`src/rtl/snitch_shared_acc_arbiter.sv`:
```
// snitch_shared_acc_arbiter
//
// Shares one tile-level offload accelerator (MUL/DIV/REM) among NumCores
// Snitch cores. A round-robin arbiter picks one requester per cycle and tags
// the request with the requester's hart index. Outstanding requests are
// bounded by MaxOutstanding. Responses are routed back to a core by hart_id.
//
// Optional feature macro: SNITCH_SH_ACC_SPILL_EN
//   defined     - a two-entry spill register sits between the arbiter and
//                 acc_req_o. Requests appear 1 cycle later, and the
//                 throughput stays one request per cycle.
//   not defined - the request path is combinational.
//
// Handshakes: a transfer happens in a cycle where valid and ready are both 1.
// Valid never depends on ready. After a source raises valid, it holds valid
// and the payload stable until the transfer.
//
// Ports
//   clk_i, rst_ni       clock; asynchronous active-low reset
//   core_req_i          NumCores x request payload, ReqW bits each:
//                       {addr[31:0], id[4:0], data_op[31:0],
//                        data_arga[31:0], data_argb[31:0], data_argc[31:0]}
//   core_req_valid_i    per-core request valid
//   core_req_ready_o    per-core request ready (one-hot, only on transfer)
//   core_resp_o         NumCores x response, RespW bits each:
//                       {write, error, id[4:0], data[31:0]}
//   core_resp_valid_o   per-core response valid
//   core_resp_ready_i   per-core response ready
//   acc_req_o           granted payload, passed through unmodified
//   acc_req_hart_o      index of the granted core
//   acc_req_valid_o     accelerator request valid
//   acc_req_ready_i     accelerator request ready
//   acc_resp_i          accelerator response, AccRespW bits:
//                       {hart_id[5:0], error, id[4:0], data[31:0]}
//   acc_resp_valid_i    accelerator response valid
//   acc_resp_ready_o    accelerator response ready
//   outstanding_o       in-flight request count
//   route_err_o         sticky error: illegal hart_id or counter underflow
module snitch_shared_acc_arbiter #(
    parameter int unsigned NumCores       = 4,
    parameter int unsigned MaxOutstanding = 2,
    localparam int unsigned ReqW          = 165,
    localparam int unsigned RespW         = 39,
    localparam int unsigned AccRespW      = 44
) (
    input  logic                      clk_i,
    input  logic                      rst_ni,
    input  logic [NumCores*ReqW-1:0]  core_req_i,
    input  logic [NumCores-1:0]       core_req_valid_i,
    output logic [NumCores-1:0]       core_req_ready_o,
    output logic [NumCores*RespW-1:0] core_resp_o,
    output logic [NumCores-1:0]       core_resp_valid_o,
    input  logic [NumCores-1:0]       core_resp_ready_i,
    output logic [ReqW-1:0]           acc_req_o,
    output logic [5:0]                acc_req_hart_o,
    output logic                      acc_req_valid_o,
    input  logic                      acc_req_ready_i,
    input  logic [AccRespW-1:0]       acc_resp_i,
    input  logic                      acc_resp_valid_i,
    output logic                      acc_resp_ready_o,
    output logic [3:0]                outstanding_o,
    output logic                      route_err_o
);

    localparam int unsigned PtrW = $clog2(NumCores);

    logic [PtrW-1:0] r_ptr;
    logic            r_lock;
    logic [PtrW-1:0] r_lock_idx;
    logic [3:0]      r_outstanding;
    logic            r_route_err;

    logic [PtrW-1:0] w_rr_idx;
    logic [PtrW-1:0] w_grant;
    logic            w_found;
    int unsigned     w_idx;
    logic            w_stall;
    logic            w_arb_valid;
    logic            w_arb_ready;
    logic            w_req_hs;
    logic            w_resp_hs;
    logic [ReqW-1:0] w_arb_data;
    logic [5:0]      w_resp_hart;
    logic            w_hart_ok;

    // Round-robin pick: the first valid core at or after r_ptr, with wrap-around.
    always_comb begin
        w_rr_idx = r_ptr;
        w_found  = 1'b0;
        w_idx    = 0;
        for (int unsigned k = 0; k < NumCores; k++) begin
            w_idx = k + 32'(r_ptr);
            if (w_idx >= NumCores) w_idx = w_idx - NumCores;
            if (!w_found && core_req_valid_i[w_idx]) begin
                w_found  = 1'b1;
                w_rr_idx = w_idx[PtrW-1:0];
            end
        end
    end

    // A request that was offered and not accepted keeps its grant, so a
    // higher-priority core that becomes valid later cannot preempt it.
    assign w_grant     = r_lock ? r_lock_idx : w_rr_idx;
    // The stall uses only the registered count. A response in the same
    // cycle frees the credit from the next cycle on.
    assign w_stall     = (r_outstanding == 4'(MaxOutstanding));
    assign w_arb_valid = rst_ni & core_req_valid_i[w_grant] & ~w_stall;
    assign w_arb_data  = core_req_i[32'(w_grant)*ReqW +: ReqW];
    assign w_req_hs    = w_arb_valid & w_arb_ready;

    always_comb begin
        core_req_ready_o = '0;
        if (w_req_hs) core_req_ready_o[w_grant] = 1'b1;
    end

`ifdef SNITCH_SH_ACC_SPILL_EN
    // Two-entry spill register. Ready depends only on the fill level, so
    // the arbiter side sees no combinational path from acc_req_ready_i.
    logic [ReqW+5:0] r_sp_mem [2];
    logic            r_sp_wr;
    logic            r_sp_rd;
    logic [1:0]      r_sp_cnt;
    logic            w_sp_pop;
    logic [ReqW+5:0] w_sp_head;

    assign w_arb_ready     = (r_sp_cnt != 2'd2);
    assign w_sp_head       = r_sp_mem[r_sp_rd];
    assign acc_req_valid_o = rst_ni & (r_sp_cnt != 2'd0);
    assign w_sp_pop        = acc_req_valid_o & acc_req_ready_i;
    assign acc_req_o       = w_sp_head[ReqW-1:0];
    assign acc_req_hart_o  = w_sp_head[ReqW+5:ReqW];

    always_ff @(posedge clk_i or negedge rst_ni) begin
        if (!rst_ni) begin
            r_sp_mem[0] <= '0;
            r_sp_mem[1] <= '0;
            r_sp_wr     <= 1'b0;
            r_sp_rd     <= 1'b0;
            r_sp_cnt    <= 2'd0;
        end else begin
            if (w_req_hs) begin
                r_sp_mem[r_sp_wr] <= {6'(w_grant), w_arb_data};
                r_sp_wr           <= ~r_sp_wr;
            end
            if (w_sp_pop) r_sp_rd <= ~r_sp_rd;
            if (w_req_hs && !w_sp_pop)      r_sp_cnt <= r_sp_cnt + 2'd1;
            else if (!w_req_hs && w_sp_pop) r_sp_cnt <= r_sp_cnt - 2'd1;
        end
    end
`else
    assign w_arb_ready     = acc_req_ready_i;
    assign acc_req_valid_o = w_arb_valid;
    assign acc_req_o       = w_arb_data;
    assign acc_req_hart_o  = 6'(w_grant);
`endif

    // Response routing. An illegal hart_id is accepted and dropped, so the
    // accelerator can never stall on it.
    assign w_resp_hart = acc_resp_i[43:38];
    assign w_hart_ok   = (32'(w_resp_hart) < NumCores);

    always_comb begin
        core_resp_valid_o = '0;
        core_resp_o       = '0;
        acc_resp_ready_o  = 1'b0;
        if (rst_ni) begin
            if (!w_hart_ok) begin
                acc_resp_ready_o = 1'b1;
            end else begin
                for (int unsigned i = 0; i < NumCores; i++) begin
                    if (w_resp_hart == 6'(i)) begin
                        core_resp_valid_o[i]          = acc_resp_valid_i;
                        core_resp_o[i*RespW +: RespW] = {1'b1, acc_resp_i[37:0]};
                        acc_resp_ready_o              = core_resp_ready_i[i];
                    end
                end
            end
        end
    end

    assign w_resp_hs = acc_resp_valid_i & acc_resp_ready_o;

    always_ff @(posedge clk_i or negedge rst_ni) begin
        if (!rst_ni) begin
            r_ptr         <= '0;
            r_lock        <= 1'b0;
            r_lock_idx    <= '0;
            r_outstanding <= 4'd0;
            r_route_err   <= 1'b0;
        end else begin
            if (w_req_hs) begin
                r_ptr <= (w_grant == PtrW'(NumCores - 1)) ? '0 : w_grant + 1'b1;
            end
            r_lock     <= w_arb_valid & ~w_arb_ready;
            r_lock_idx <= w_grant;
            // A response with nothing in flight saturates at zero.
            if (w_req_hs && !w_resp_hs) begin
                r_outstanding <= r_outstanding + 4'd1;
            end else if (!w_req_hs && w_resp_hs && r_outstanding != 4'd0) begin
                r_outstanding <= r_outstanding - 4'd1;
            end
            if (w_resp_hs && (!w_hart_ok || r_outstanding == 4'd0)) begin
                r_route_err <= 1'b1;
            end
        end
    end

    assign outstanding_o = r_outstanding;
    assign route_err_o   = r_route_err;

endmodule

```
`config.mk`:
```
export PLATFORM = sky130hd
export DESIGN_NAME = snitch_shared_acc_arbiter
export DESIGN_NICKNAME = d
export VERILOG_FILES = /design/src/rtl/snitch_shared_acc_arbiter.sv
export SDC_FILE = /design/constraint.sdc
export NUM_CORES = 1
export LEC_CHECK = 0
export BUFFER_PORTS_ARGS = -buffer_cell sky130_fd_sc_hd__clkbuf_2
export CORE_AREA = 3 3 410 412
export DETAILED_ROUTE_END_ITERATION = 8
export DIE_AREA = 0 0 413 415
export GPL_TIMING_DRIVEN = 1
export HOLD_SLACK_MARGIN = 0.06
export PLACE_DENSITY = 0.3
export SYNTH_ARGS = -nofsm -noshare
export SYNTH_HDL_FRONTEND = slang
export SYNTH_SLANG_ARGS = --single-unit
```
`constraint.sdc`:
```
create_clock -name clk_i -period 2.81 [get_ports clk_i]
set_clock_uncertainty 0.15 [all_clocks]
set_input_delay 0.4215 -clock clk_i [delete_from_list [all_inputs] [get_ports clk_i]]
set_output_delay 0.4215 -clock clk_i [all_outputs]
set_load 0.02 [all_outputs]
```
==> impl_metrics.tcl <==
set metrics [dict create \
    io_pins 1058 \
    synth-edff-count 0 \
    cp_top_family "buffers and inverters" \
    cp.required_ps 2240 \
    relSlewSlack_pct 62.1 \
    grt_max_degree 50 \
    cp_slowest_cell "dfrtp_2" \
    p_sw_share_pct 56.8 \
    drc 0 \
    ys_warn_count 0 \
    synthArstFlopShare_pct 100 \
    vias_per_cell 3.06 \
    synth_flop_cell "dfrtp_1" \
    synth_area_leader_cell "nand2_1" \
    dp_slack_ps -715 \
    worstPathCellList "or3b_4 -> a21oi_4 -> nand3_2 -> nand2_4 -> buf_12 -> inv_12 -> buf_16 -> buf_12 -> nand2_1 -> and3_1 -> a31oi_1 -> buf_4 -> buf_4" \
    grt_pass1_wl_um 144000 \
    drive_gt1_share_pct 57.6 \
    share_comb_of_total_power_pct 97.0 \
    area_growth_pct 167 \
    route.vias.total 14300 \
    cts_buffers 3 \
    chipWidth_um 413 \
    path_buf_inv 6 \
    drv_slew 0 \
    htree_levels 1 \
    status "finished with violations" \
    layout_setup_ws_ps -524 \
    ant_nets 0 \
    pwr-share-seq_pct 1.5 \
    cts_root_buffer "clkbuf_16" \
    cts.sinks 10 \
    yosysMostFrequentCell "nand2_1" \
    rsz0062_at_grt "true" \
    clock_latency_ps 240 \
    timing.final.crit_share_pct 119 \
    grtUsageTotal_pct 12.5 \
    leakagePower_nw 9.41 \
    path_clk_slew_ps 50 \
    ys_types 43 \
    crit_fanout 29 \
    p_per_area_nw_per_um2 1060 \
    fin_util_pct 11.3 \
    wl_per_cell_um 24.5 \
    drt_iter0_drc 664 \
    synth_top_area_share_pct 36.1 \
    overflow 0 \
    seq_area_frac_synth_pct 3.60 \
    cts_tree "built" \
    first_pass_iters 6 \
    ys_seq_elements 10 \
    hold_viol 0 \
    grt_pass1_vias 14400 \
    port_buffers 1053 \
    die_h_um 415 \
    finalSetupViolations 200 \
    worstSetupPathType "reg2out" \
    routed_wl_um 115000 \
    dp_hpwl_um 102000 \
    drv_cap 0 \
    gp_congestion 0.957 \
    p_sw_mw 11.2 \
    hold_class "in2reg" \
    synth.top_cells.by_count "669 x nand2_1, 169 x a31oi_1, 167 x and3_1" \
    postSynthAreaPerCell_um2 5.07 \
    cts.path.max_buffers 2 \
    slowest_delay_ps 410 \
    synth_area_leaders "nand2_1 36%, a31oi_1 15%, and3_1 15%, and2_1 14%, clkbuf_1 5.4%" \
    die_area_um2 171000 \
    start_kind "flop" \
    antenna_found_initial 61 \
    timing.fmax_mhz 300 \
    arrival_ps 2760 \
    core_area_um2 165000 \
    syn-cell-area_um2 6950 \
    rows 149 \
    p_clk_share_pct 1.5 \
    nets 3211 \
    violations "negative setup slack" \
    ir_drop_mv 0.658 \
    syn-instance-count 1371 \
    final.min_clock_period_ps 3330 \
    worst_pin_slew_ps 569 \
    start_util_pct 4.22 \
    p_int_mw 8.51 \
    crit_path_end_kind "primary output" \
]
-- power by group through the flow --
stage          logic [mW]  registers [mW]  clock network [mW]
2_1_floorplan        8.38           0.313                   0
3_3_place_gp         16.7           0.294                   0
3_5_place_dp         16.6           0.291                   0
4_1_cts              18.7           0.294               0.297
5_1_grt              20.5           0.309               0.309
6_report             19.1           0.295               0.291
-- timing repair --
item                                    4_1_cts  5_1_grt
cloned                                        9        7
resized for setup                           172      135
buffers inserted                              5        6
hold endpoints to repair                     10        0
endpoints found under the setup margin      202      266
hold buffers                                  1        0
pin swaps                                     2        6
-- cell usage in the layout (no fill, tap or decap), types with 2 or more instances in the layout --
cell type / instances
nand2b_1: 2
nand2_2: 23
inv_1: 4
bufbuf_16: 7
mux2_4: 3
nor2_1: 7
and3_1: 136
buf_16: 10
diode_2: 8
clkbuf_16: 10
clkbuf_4: 11
ha_1: 5
a31oi_4: 16
o21ai_1: 2
nor3_1: 2
buf_6: 30
clkbuf_8: 23
and2_1: 161
and3_4: 27
buf_8: 4
o211ai_2: 2
buf_12: 39
mux2_2: 2
buf_4: 140
clkbuf_2: 957
a21o_1: 2
buf_2: 9
a31oi_2: 89
nand2_4: 7
nor2b_1: 3
a31oi_1: 64
dfrtp_1: 9
nor2_2: 2
nand2_1: 639
and2_2: 3
conb_1: 4
xor2_1: 3
and3_2: 4
-- final timing paths --
check / start / endpoint / slack (ps) / cells after the start
min reg2reg: route_err_o / route_err_o / 320 / 1
max in group asynchronous: rst_ni / r_ptr[0] / 1770 / 3
max reg2reg: r_ptr[0] / outstanding_o[3] / -250 / 13
max: r_ptr[0] / acc_req_o[25] / -520 / 13
min in group asynchronous: rst_ni / outstanding_o[2] / 620 / 3
min: acc_req_ready_i / r_lock / 220 / 2
-- flip-flops by register name, summed over array words and instances (netlist names) --
| signal | count |
|---|---|
| r_lock_idx | 2 |
| outstanding_o | 4 |
| r_lock | 1 |
| r_ptr | 2 |
| route_err_o | 1 |
-- worst reg2reg max path: stages, from the launching register on --
cell and delay, ps:
dfrtp_2 410, nor2b_1 90, buf_4 140, or3_1 330, a31oi_1 220, o211ai_2 150
a211oi_4 340, nand2_2 150, ha_4 260, a21o_1 160, a21oi_2 160, nand4_1 90
mux2i_1 160, xor2_1 160
-- per-stage QoR --
step / power (mW) / cells / hold slack, ps / setup TNS [ps] / cell area (µm²)
final: 19.7 / 4684 / 225 / -67540 / 18500
after CTS: 19.2 / 4665 / 232 / -80630 / 18000
after floorplan: 8.69 / 1374 / -24.1 / -173 / 7610
after global routing: 21.1 / 4681 / 228 / -98990 / 18500
after detailed placement: 16.9 / 4646 / 298 / -79440 / 16900
after global placement: 17.0 / 4646 / 288 / -94730 / 16900
-- cell type report --
class / count / area, µm²
sequential: 10 / 251
inverter: 6 / 47.5
multi-input combinational: 1230 / 7260
antenna: 8 / 20.0
timing repair buffer: 1237 / 8140
fill: 19600 / 146000
tap: 2189 / 2740
clock buffer: 4 / 88.8
-- metal layers --
layer  GRT usage [%]  part of all wire [%]  vias up
li1                -                     -     6808
met1            15.3                    42     6743
met2            23.2                    52      635
met3            2.14                   5.1      112
met4            1.27                   1.4       12
met5               0                 0.065        -
-- logic make-up after synthesis --
group	synth area share [%]
buf+inv	7.92
flops	3.60
xor+xnor	0.378
compound gates	17.4
fa+ha+maj	1.37
mux	1.44
simple gates	67.8
other cells	0.0539
Power figures use the tool's default switching activity.
